### config.mk
export PLATFORM = sky130hd
export DESIGN_NAME = age_ordered_rs_flat
export DESIGN_NICKNAME = d
export VERILOG_FILES = /design/src/rtl/age_ordered_rs_if.sv /design/src/rtl/age_ordered_rs.sv /design/src/flat_wrapper.sv
export SDC_FILE = /design/constraint.sdc
export NUM_CORES = 1
export LEC_CHECK = 0
export CORE_UTILIZATION = 30
export CTS_CLUSTER_DIAMETER = 50
export DETAILED_ROUTE_END_ITERATION = 8
export PLACE_DENSITY = 0.47
export SETUP_SLACK_MARGIN = 0.5
export SYNTH_ARGS = -nofsm -noshare
export SYNTH_HDL_FRONTEND = slang
export SYNTH_SLANG_ARGS = --single-unit
### constraint.sdc
create_clock -name clk -period 5.9 [get_ports clk]
set_clock_uncertainty 0.05 [all_clocks]
set_input_delay 0.885 -clock clk [delete_from_list [all_inputs] [get_ports clk]]
set_output_delay 0.885 -clock clk [all_outputs]
set_load 0.01 [all_outputs]
### src/rtl/age_ordered_rs_if.sv
// Dispatch, wakeup, issue and flush signals of the age-ordered reservation station.
interface age_ordered_rs_if #(
  parameter int DEPTH     = 8,
  parameter int CDB_WIDTH = 2,
  parameter int PRF_IDX_W = 6,
  parameter int ROB_IDX_W = 5,
  parameter int PAYLOAD_W = 64
);
  localparam int CNT_W = $clog2(DEPTH) + 1;

  logic                           enq_valid;
  logic                           enq_ready;
  logic [ROB_IDX_W-1:0]           enq_rob_id;
  logic [PRF_IDX_W-1:0]           enq_rs1_phy;
  logic [PRF_IDX_W-1:0]           enq_rs2_phy;
  logic                           enq_rs1_ready;
  logic                           enq_rs2_ready;
  logic [PAYLOAD_W-1:0]           enq_payload;
  logic [CDB_WIDTH-1:0]           cdb_valid;
  logic [CDB_WIDTH*PRF_IDX_W-1:0] cdb_rd_phy;
  logic                           issue_valid;
  logic                           issue_ready;
  logic [ROB_IDX_W-1:0]           issue_rob_id;
  logic [PRF_IDX_W-1:0]           issue_rs1_phy;
  logic [PRF_IDX_W-1:0]           issue_rs2_phy;
  logic [PAYLOAD_W-1:0]           issue_payload;
  logic                           flush;
  logic [CNT_W-1:0]               occupancy;

  modport slave (
    input  enq_valid, enq_rob_id, enq_rs1_phy, enq_rs2_phy, enq_rs1_ready, enq_rs2_ready,
           enq_payload, cdb_valid, cdb_rd_phy, issue_ready, flush,
    output enq_ready, issue_valid, issue_rob_id, issue_rs1_phy, issue_rs2_phy,
           issue_payload, occupancy
  );

  modport master (
    output enq_valid, enq_rob_id, enq_rs1_phy, enq_rs2_phy, enq_rs1_ready, enq_rs2_ready,
           enq_payload, cdb_valid, cdb_rd_phy, issue_ready, flush,
    input  enq_ready, issue_valid, issue_rob_id, issue_rs1_phy, issue_rs2_phy,
           issue_payload, occupancy
  );
endinterface

### src/rtl/age_ordered_rs.sv
// Age-ordered reservation station: CDB wakeup, oldest-ready issue via an age matrix,
// full flush and registered occupancy.
module age_ordered_rs #(
  parameter int DEPTH     = 8,
  parameter int CDB_WIDTH = 2,
  parameter int PRF_IDX_W = 6,
  parameter int ROB_IDX_W = 5,
  parameter int PAYLOAD_W = 64
) (
  input logic             clk,
  input logic             rst,
  age_ordered_rs_if.slave rs
);
  localparam int CNT_W = $clog2(DEPTH) + 1;

  logic [DEPTH-1:0]     valid;
  logic [DEPTH-1:0]     rs1_rdy;
  logic [DEPTH-1:0]     rs2_rdy;
  logic [DEPTH-1:0]     age [DEPTH];
  logic [ROB_IDX_W-1:0] rob_id [DEPTH];
  logic [PRF_IDX_W-1:0] rs1_phy [DEPTH];
  logic [PRF_IDX_W-1:0] rs2_phy [DEPTH];
  logic [PAYLOAD_W-1:0] payload [DEPTH];
  logic [CNT_W-1:0]     occ;

  logic [DEPTH-1:0]     req;
  logic [DEPTH-1:0]     grant;
  logic [DEPTH-1:0]     enq_oh;
  logic [DEPTH-1:0]     rs1_hit;
  logic [DEPTH-1:0]     rs2_hit;
  logic                 enq_rs1_hit;
  logic                 enq_rs2_hit;
  logic                 enq_fire;
  logic                 issue_fire;
  logic [ROB_IDX_W-1:0] sel_rob;
  logic [PRF_IDX_W-1:0] sel_rs1;
  logic [PRF_IDX_W-1:0] sel_rs2;
  logic [PAYLOAD_W-1:0] sel_payload;

  function automatic logic cdb_match(input logic [PRF_IDX_W-1:0]           phy,
                                     input logic [CDB_WIDTH-1:0]           vld,
                                     input logic [CDB_WIDTH*PRF_IDX_W-1:0] rd);
    logic hit;
    hit = 1'b0;
    for (int k = 0; k < CDB_WIDTH; k++)
      if (vld[k] && rd[k*PRF_IDX_W +: PRF_IDX_W] == phy) hit = 1'b1;
    return hit;
  endfunction

  always_comb begin
    rs1_hit     = '0;
    rs2_hit     = '0;
    enq_rs1_hit = cdb_match(rs.enq_rs1_phy, rs.cdb_valid, rs.cdb_rd_phy);
    enq_rs2_hit = cdb_match(rs.enq_rs2_phy, rs.cdb_valid, rs.cdb_rd_phy);
    for (int i = 0; i < DEPTH; i++) begin
      rs1_hit[i] = cdb_match(rs1_phy[i], rs.cdb_valid, rs.cdb_rd_phy);
      rs2_hit[i] = cdb_match(rs2_phy[i], rs.cdb_valid, rs.cdb_rd_phy);
    end
  end

  // An entry wins only if no other requester is older than it.
  always_comb begin
    req   = valid & rs1_rdy & rs2_rdy;
    grant = '0;
    for (int i = 0; i < DEPTH; i++) begin
      grant[i] = req[i];
      for (int j = 0; j < DEPTH; j++)
        if (j != i && req[j] && age[j][i]) grant[i] = 1'b0;
    end
  end

  always_comb begin
    sel_rob     = '0;
    sel_rs1     = '0;
    sel_rs2     = '0;
    sel_payload = '0;
    for (int i = 0; i < DEPTH; i++) begin
      sel_rob     = sel_rob     | ({ROB_IDX_W{grant[i]}} & rob_id[i]);
      sel_rs1     = sel_rs1     | ({PRF_IDX_W{grant[i]}} & rs1_phy[i]);
      sel_rs2     = sel_rs2     | ({PRF_IDX_W{grant[i]}} & rs2_phy[i]);
      sel_payload = sel_payload | ({PAYLOAD_W{grant[i]}} & payload[i]);
    end
  end

  // Lowest clear bit of the start-of-cycle valid vector; slots freed by issue wait a cycle.
  assign enq_oh     = ~valid & (valid + DEPTH'(1));
  assign enq_fire   = rs.enq_valid && rs.enq_ready && !rs.flush;
  assign issue_fire = rs.issue_valid && rs.issue_ready;

  assign rs.enq_ready     = (occ < CNT_W'(DEPTH));
  assign rs.issue_valid   = (|req) && !rs.flush;
  assign rs.issue_rob_id  = sel_rob;
  assign rs.issue_rs1_phy = sel_rs1;
  assign rs.issue_rs2_phy = sel_rs2;
  assign rs.issue_payload = sel_payload;
  assign rs.occupancy     = occ;

  always_ff @(posedge clk or posedge rst) begin
    if (rst) begin
      valid <= '0;
      occ   <= '0;
    end else if (rs.flush) begin
      valid <= '0;
      occ   <= '0;
    end else begin
      valid <= (valid & ~({DEPTH{issue_fire}} & grant)) | ({DEPTH{enq_fire}} & enq_oh);
      occ   <= occ + CNT_W'(enq_fire) - CNT_W'(issue_fire);
    end
  end

  // Entry contents and age rows: meaningful only while the matching valid bit is set.
  always_ff @(posedge clk) begin
    for (int i = 0; i < DEPTH; i++) begin
      if (enq_fire && enq_oh[i]) begin
        rob_id[i]  <= rs.enq_rob_id;
        rs1_phy[i] <= rs.enq_rs1_phy;
        rs2_phy[i] <= rs.enq_rs2_phy;
        payload[i] <= rs.enq_payload;
        rs1_rdy[i] <= rs.enq_rs1_ready | enq_rs1_hit;
        rs2_rdy[i] <= rs.enq_rs2_ready | enq_rs2_hit;
        age[i]     <= '0;
      end else begin
        if (rs1_hit[i]) rs1_rdy[i] <= 1'b1;
        if (rs2_hit[i]) rs2_rdy[i] <= 1'b1;
        if (enq_fire && valid[i]) age[i] <= age[i] | enq_oh;
      end
    end
  end
endmodule

### src/flat_wrapper.sv
// flat-port wrapper written by rule: the top's interface ports become plain ports
module age_ordered_rs_flat 
#(
  parameter int DEPTH     = 8,
  parameter int CDB_WIDTH = 2,
  parameter int PRF_IDX_W = 6,
  parameter int ROB_IDX_W = 5,
  parameter int PAYLOAD_W = 64
)
  (clk, rst, rs_enq_valid, rs_enq_rob_id, rs_enq_rs1_phy, rs_enq_rs2_phy, rs_enq_rs1_ready, rs_enq_rs2_ready, rs_enq_payload, rs_cdb_valid, rs_cdb_rd_phy, rs_issue_ready, rs_flush, rs_enq_ready, rs_issue_valid, rs_issue_rob_id, rs_issue_rs1_phy, rs_issue_rs2_phy, rs_issue_payload, rs_occupancy);
  age_ordered_rs_if #(.DEPTH(DEPTH), .CDB_WIDTH(CDB_WIDTH), .PRF_IDX_W(PRF_IDX_W), .ROB_IDX_W(ROB_IDX_W), .PAYLOAD_W(PAYLOAD_W)) rs_i ();
  input logic clk;
  input logic rst;
  input wire logic [$bits(rs_i.enq_valid)-1:0] rs_enq_valid;
  input wire logic [$bits(rs_i.enq_rob_id)-1:0] rs_enq_rob_id;
  input wire logic [$bits(rs_i.enq_rs1_phy)-1:0] rs_enq_rs1_phy;
  input wire logic [$bits(rs_i.enq_rs2_phy)-1:0] rs_enq_rs2_phy;
  input wire logic [$bits(rs_i.enq_rs1_ready)-1:0] rs_enq_rs1_ready;
  input wire logic [$bits(rs_i.enq_rs2_ready)-1:0] rs_enq_rs2_ready;
  input wire logic [$bits(rs_i.enq_payload)-1:0] rs_enq_payload;
  input wire logic [$bits(rs_i.cdb_valid)-1:0] rs_cdb_valid;
  input wire logic [$bits(rs_i.cdb_rd_phy)-1:0] rs_cdb_rd_phy;
  input wire logic [$bits(rs_i.issue_ready)-1:0] rs_issue_ready;
  input wire logic [$bits(rs_i.flush)-1:0] rs_flush;
  output wire logic [$bits(rs_i.enq_ready)-1:0] rs_enq_ready;
  output wire logic [$bits(rs_i.issue_valid)-1:0] rs_issue_valid;
  output wire logic [$bits(rs_i.issue_rob_id)-1:0] rs_issue_rob_id;
  output wire logic [$bits(rs_i.issue_rs1_phy)-1:0] rs_issue_rs1_phy;
  output wire logic [$bits(rs_i.issue_rs2_phy)-1:0] rs_issue_rs2_phy;
  output wire logic [$bits(rs_i.issue_payload)-1:0] rs_issue_payload;
  output wire logic [$bits(rs_i.occupancy)-1:0] rs_occupancy;
  assign rs_i.enq_valid = rs_enq_valid;
  assign rs_i.enq_rob_id = rs_enq_rob_id;
  assign rs_i.enq_rs1_phy = rs_enq_rs1_phy;
  assign rs_i.enq_rs2_phy = rs_enq_rs2_phy;
  assign rs_i.enq_rs1_ready = rs_enq_rs1_ready;
  assign rs_i.enq_rs2_ready = rs_enq_rs2_ready;
  assign rs_i.enq_payload = rs_enq_payload;
  assign rs_i.cdb_valid = rs_cdb_valid;
  assign rs_i.cdb_rd_phy = rs_cdb_rd_phy;
  assign rs_i.issue_ready = rs_issue_ready;
  assign rs_i.flush = rs_flush;
  assign rs_enq_ready = rs_i.enq_ready;
  assign rs_issue_valid = rs_i.issue_valid;
  assign rs_issue_rob_id = rs_i.issue_rob_id;
  assign rs_issue_rs1_phy = rs_i.issue_rs1_phy;
  assign rs_issue_rs2_phy = rs_i.issue_rs2_phy;
  assign rs_issue_payload = rs_i.issue_payload;
  assign rs_occupancy = rs_i.occupancy;
  age_ordered_rs #(.DEPTH(DEPTH), .CDB_WIDTH(CDB_WIDTH), .PRF_IDX_W(PRF_IDX_W), .ROB_IDX_W(ROB_IDX_W), .PAYLOAD_W(PAYLOAD_W)) u_core (.clk(clk), .rst(rst), .rs(rs_i));
endmodule
* Word-level counts from Yosys, hierarchy flattened
Memory sizes are Yosys's and may differ from the RTL's.
Index checks and enable logic that the tools add are counted.
W data, S select, Z words.
** Operators by class
- Shift operators :: 0
- Multiply operators :: 0
- Order comparisons :: 1
- Add/sub/neg operators :: 3
- Bitwise gates (word level) :: 87
- Reductions and logical operators :: 158
- Mux-type cells :: 258
- Equal/unequal tests :: 36
- Divide/modulo/power cells :: 0
** Operators with widths (number)
- $and A64 B64 Y64 :: 8
- $mux W64 :: 7
- $or A64 B64 Y64 :: 7
- $reduce_or A64 Y1 :: 7
- $eq A6 B6 Y1 :: 36
- $mux W1 :: 192
- $logic_and A1 B1 Y1 :: 112
- $and A6 B6 Y6 :: 16
- $mux W3 :: 28
- $mux W6 :: 14
- $or A6 B6 Y6 :: 14
- $reduce_or A6 Y1 :: 14
- $mux W8 :: 9
- $or A8 B8 Y8 :: 9
- $and A8 B8 Y8 :: 6
- $and A5 B5 Y5 :: 8
- $mux W5 :: 7
- $or A5 B5 Y5 :: 7
- $reduce_or A5 Y1 :: 7
- $reduce_bool A2 Y1 :: 16
- $not A8 Y8 :: 2
- $or A1 B1 Y1 :: 10
- $add A8 B1 Y8 const B :: 1
- $reduce_or A8 Y1 :: 1
- other kinds (5) :: 5
** Storage, ports and cells
- Bits in registers :: 28
- Input port bits :: 102
- ROM bits :: 0
- Memories :: 5
- Word-level logic and storage cells :: 566
- Output and inout port bits :: 87
- RAM bits :: 712
- Bits in latches :: 0
** Memories
- u_core.payload :: words 8, bits a word 64, read ports 8, clocked after memory_dff 0, write ports 1, line age_ordered_rs.sv:23 : logic [PAYLOAD_W-1:0] payload [DEPTH];
- u_core.age :: words 8, bits a word 8, read ports 8, clocked after memory_dff 0, write ports 8, line age_ordered_rs.sv:19 : logic [DEPTH-1:0] age [DEPTH];
- u_core.rs1_phy :: words 8, bits a word 6, read ports 8, clocked after memory_dff 0, write ports 1, line age_ordered_rs.sv:21 : logic [PRF_IDX_W-1:0] rs1_phy [DEPTH];
- u_core.rs2_phy :: words 8, bits a word 6, read ports 8, clocked after memory_dff 0, write ports 1, line age_ordered_rs.sv:22 : logic [PRF_IDX_W-1:0] rs2_phy [DEPTH];
- u_core.rob_id :: words 8, bits a word 5, read ports 8, clocked after memory_dff 0, write ports 1, line age_ordered_rs.sv:20 : logic [ROB_IDX_W-1:0] rob_id [DEPTH];

* Longest topological paths before layout
- Depth in word-level cells :: 18
- Gate-level depth with buffers :: 12
- Depth with buffers taken out :: 11

* Least setup slack after synthesis
Ideal clock, no wire load.
- Kind :: input to register
- Start point :: in rs_flush
- End point :: reg u_core.rs1_rdy[1] (enable)
- Required time :: 5.545 ns
- Arrival :: 5.361 ns
- Library setup time :: 0.305 ns
- Cell stages on the path :: 4
- Buffers on the path :: 0
- Slack :: 0.184 ns
- Cell sequence :: nor3b_2 -> nand2_1 -> nor2_1 -> or3_1
** On the way
- Cells in the longest elaborated chain, start to end :: 4
** Ends and longest elaborated chain
- start, declared :: line flat_wrapper.sv:24 : input wire logic [$bits(rs_i.flush)-1:0] rs_flush;
- $logic_not A1 Y1 :: line age_ordered_rs.sv:87 : assign enq_fire = rs.enq_valid && rs.enq_ready && !rs.flush;
- $logic_and A1 B1 Y1 :: line age_ordered_rs.sv:87
- $logic_and A1 B1 Y1 :: line age_ordered_rs.sv:114 : if (enq_fire && enq_oh[i]) begin
- $reduce_bool A2 Y1 (no source line)
- end signal, assigned by index :: line age_ordered_rs.sv:119 : rs1_rdy[i] <= rs.enq_rs1_ready | enq_rs1_hit;
- end, declared :: line age_ordered_rs.sv:17 : logic [DEPTH-1:0] rs1_rdy;
Every way passes these cells.
A chain may end at the register's enable or synchronous reset.

* Worst setup path in the final report
- Start point :: reg u_core.valid[0]
- End point :: out rs_issue_payload[25]
** On the way
- Cells in the longest elaborated chain, start to end :: 18
- Elaborated cells on any way between the ends :: 80
- Classes of those cells :: mux (56); bitwise (17); reduce/logical (7)
** Ends and longest elaborated chain
- start, declared :: line age_ordered_rs.sv:16 : logic [DEPTH-1:0] valid;
- start signal, assigned :: line age_ordered_rs.sv:106 : valid <= (valid & ~({DEPTH{issue_fire}} & grant)) | ({DEPTH{enq_fire}} & enq_oh);
- $and A8 B8 Y8 * (2 in a row) :: line age_ordered_rs.sv:63 : req = valid & rs1_rdy & rs2_rdy;
- $logic_and A1 B1 Y1 :: line age_ordered_rs.sv:68 : if (j != i && req[j] && age[j][i]) grant[i] = 1'b0;
- $mux W1 (7 in a row) :: line age_ordered_rs.sv:68
- $and A64 B64 Y64 :: line age_ordered_rs.sv:81 : sel_payload = sel_payload | ({PAYLOAD_W{grant[i]}} & payload[i]);
- $or A64 B64 Y64 (6 in a row) :: line age_ordered_rs.sv:81
- $or A64 B64 Y64 * :: line age_ordered_rs.sv:81
- end, declared :: line flat_wrapper.sv:30 : output wire logic [$bits(rs_i.issue_payload)-1:0] rs_issue_payload;
Mark *: on every way between the ends. The rest lies on a longest branch, timed or not.

==> impl_metrics.env <==
export IMPL_power_frac_clock_pct=45.7
export IMPL_netlist_area_um2=31340
export IMPL_drt_total_wl_um=100100
export IMPL_clk_path_buf_depth=3
export IMPL_antenna_found_initial=4
export IMPL_synth_simple_gate_area_share_pct=10.04
export IMPL_syn_to_final_growth_pct=21.54
export IMPL_ys_ff_latch=732
export IMPL_grt_max_degree=83
export IMPL_fin_crit_sh_pct=90.53
export IMPL_track_usage_pct=18.71
export IMPL_relSlewSlack_pct=12.29
export IMPL_slowest_delay_ns=1.11
export IMPL_synth_adder_area_share_pct=0.2236
export IMPL_cp_cell_sequence="nand4_1, nand4_1, buf_4, nor3_1, a2111oi_0, o2111ai_1, clkdlybuf4s50_1"
export IMPL_num_rows=118
export IMPL_drive_above_1_share_pct=9.077
export IMPL_synthesis_nets=2461
export IMPL_grt_pass1_vias=20550
export IMPL_sequentialPowerShare_pct=48.7
export IMPL_synth_compound_gate_area_share_pct=7.483
export IMPL_hold_class="reg2reg"
export IMPL_drt_iter0_drc=1925
export IMPL_instances_no_fill=4024
export IMPL_slew_violations=0
export IMPL_muxShareOfSynthArea_pct=0
export IMPL_synth_xor_area_share_pct=6.121
export IMPL_syn_inst=2354
export IMPL_synth_area_top_cells="edfxtp_1 (69%), inv_1 (4.1%), nor3_1 (3.9%)"
export IMPL_cp_arrival_ns=4.41
export IMPL_outcome="completed"
export IMPL_synth_top_family_by_area="simple AND/OR/NAND/NOR gates"
export IMPL_cts_inserted_buffers=91
export IMPL_avgSynthCellArea_um2=13.31
export IMPL_worst_hold_slack_ns=0.5307
export IMPL_p_int_uw=9307
export IMPL_yosys_area_top_type="edfxtp_1"
export IMPL_cpMaxStageDelayCell="a2111oi_0"
export IMPL_critPathLaunchType="register"
export IMPL_period_needed_ns=5.341
export IMPL_globalRouteOverflowTotal=0
export IMPL_power_leakage_uw=0.01328
export IMPL_path_class="reg2out"
export IMPL_rsz0062_at_grt="no"
export IMPL_wl_per_cell_um=24.88
export IMPL_p_sw_share_pct=22.27
export IMPL_min_from="u_core.age[1][30]"
export IMPL_cts_num_sinks=732
export IMPL_cpMostUsedCell="nand4_1"
export IMPL_vias=20410
export IMPL_cts_root_buf="clkbuf_16"
export IMPL_postRouteAntennaNets=0
export IMPL_portBuffers=188
export IMPL_dp_hpwl_um=60340
export IMPL_async_reset_ff_share_pct=1.639
export IMPL_synth_edf_count=720
export IMPL_drcViolationCount=0
export IMPL_seq_area_frac_synth_pct=69.96
export IMPL_clock_latency_ns=0.67
export IMPL_synth_flop_cell="edfxtp_1"
export IMPL_crit_path_end_kind="primary output"
export IMPL_synth_warnings=0
export IMPL_ir_drop_uv=217.9
export IMPL_tightest_slew_ns=1.283
export IMPL_viasPerCell=5.072
export IMPL_cp_max_fo=36
export IMPL_cp_required_ns=4.97
export IMPL_core_um2=103500
export IMPL_fmax_mhz=187.2
export IMPL_synth_top_cells_by_count="edfxtp_1 (720), inv_1 (344), nor3_1 (247)"
export IMPL_yosys_cell_count_top_type="edfxtp_1"
export IMPL_pwr_share_comb_pct=5.6
export IMPL_r2r_start="u_core.valid[0]"
export IMPL_grt_pass1_wl_um=144900
export IMPL_dr_pass1_iters=5
export IMPL_power_density_nw_per_um2=314.4
export IMPL_gp_congestion=0.9101
export IMPL_ys_types=48
export IMPL_die_x_um=325.2
export IMPL_cts_tree="built"
export IMPL_cts_hold_buf=0
export IMPL_nets=2677
export IMPL_dp_cells=3857
export IMPL_setup_tns_ns=0
export IMPL_start_util_pct=30.28
export IMPL_io_pins=189
export IMPL_critPathLaunch="u_core.valid[0]"
export IMPL_cap_violations=0
export IMPL_die_h_um=325.2
export IMPL_die_area_um2=105700
export IMPL_synth_top_area_share_pct=69.00
export IMPL_num_antenna_cells=0
export IMPL_clk_pin_slew_ns=0.05
export IMPL_setup_viol=0
export IMPL_hold_viol_final=0
export IMPL_p_switching_uw=2666
export IMPL_htreeDepth=3
## cells in the final DEF (no fill, tap or decap), types with 33 or more instances in the layout
master,instances
nor2_1,93
inv_1,341
a2111oi_0,75
clkbuf_16,95
nor4_1,33
nand2_1,114
clkdlybuf4s50_1,188
buf_4,62
xor2_1,109
xnor2_1,110
nor3_1,246
o2111ai_1,81
a22oi_1,81
edfxtp_1,720
nand4_1,94
## flip-flops by register name, summed over array words and instances (netlist names), 8 cells and up
register and count:
u_core.rs2_phy 48, u_core.rs1_phy 48, u_core.payload 512, u_core.valid 8, u_core.rob_id 40, u_core.age 56, u_core.rs1_rdy 8, u_core.rs2_rdy 8
## what timing repair did
action / in CTS / in global routing
buffers inserted: 0 / 0
setup endpoints to repair: 0 / 7
resized for setup: 0 / 7
## layout make-up
type	count	area, µm²
fillers	9756	65410
inverters	345	1303
repair buffers	262	2564
clock inverters	58	531.8
clock buffers	109	2430
well taps	1380	1727
multi-input cells	1138	7610
flip-flops and latches	732	21920
## per-layer routing
layer | up-vias | GRT usage [%] | part of all wire [%]
li1 | 9128 | - | -
met1 | 10430 | 25.50 | 45
met2 | 683 | 30.47 | 47
met3 | 169 | 3.147 | 5.5
met4 | 4 | 5.507 | 2.4
met5 | - | 0 | 0.023
## metrics by stage
step / power (µW) / util (%) / area, µm² / setup WS [ns]
after floorplan: 6231 / - / 31340 / 1.349
after global placement: 6602 / 33.92 / 35100 / 1.379
after detailed placement: 6613 / 33.93 / 35110 / 1.307
after CTS: 12100 / 36.79 / 38070 / 0.5910
after global routing: 12330 / 36.80 / 38090 / 0.5018
final: 11970 / 36.80 / 38090 / 0.5586
## final timing paths
path | end | slack, ns | depth (start not counted)
worst max register to register | u_core.payload[1][108] | 1.93 | 6
min in group asynchronous | u_core.valid[1] | 0.60 | 2
worst max-delay path | rs_issue_payload[25] | 0.56 | 7
worst min register to register | u_core.age[1][30] | 0.53 | 2
max in group asynchronous | u_core.rs.occupancy[0] | 4.74 | 2
worst min-delay path | u_core.age[1][30] | 0.53 | 2
## power groups by stage
stage	Clock [µW]	Sequential [µW]	Combinational, µW
6_report	5470	5840	665
3_5_place_dp	0	5940	671
3_3_place_gp	0	5940	662
4_1_cts	5590	5840	675
5_1_grt	5780	5840	715
2_1_floorplan	0	5940	295
## cells by family after synthesis
kind of cell	after synthesis
adders and majority gates	5
DFF	732
AOI/OAI and AO/OA	282
and+or+nand+nor	632
buffers and inverters	484
xor gates and xnor gates	219
## worst max-delay path, delay by kind of cell (launching register included)
kind | cells | cell delay (ns)
AO/OA/AOI/OAI | 2 | 1.39
AND/OR/NAND/NOR | 3 | 0.47
flip-flops | 1 | 0.68
buffers and inverters | 2 | 1.17
No activity file was read; power rests on OpenSTA's default activity.
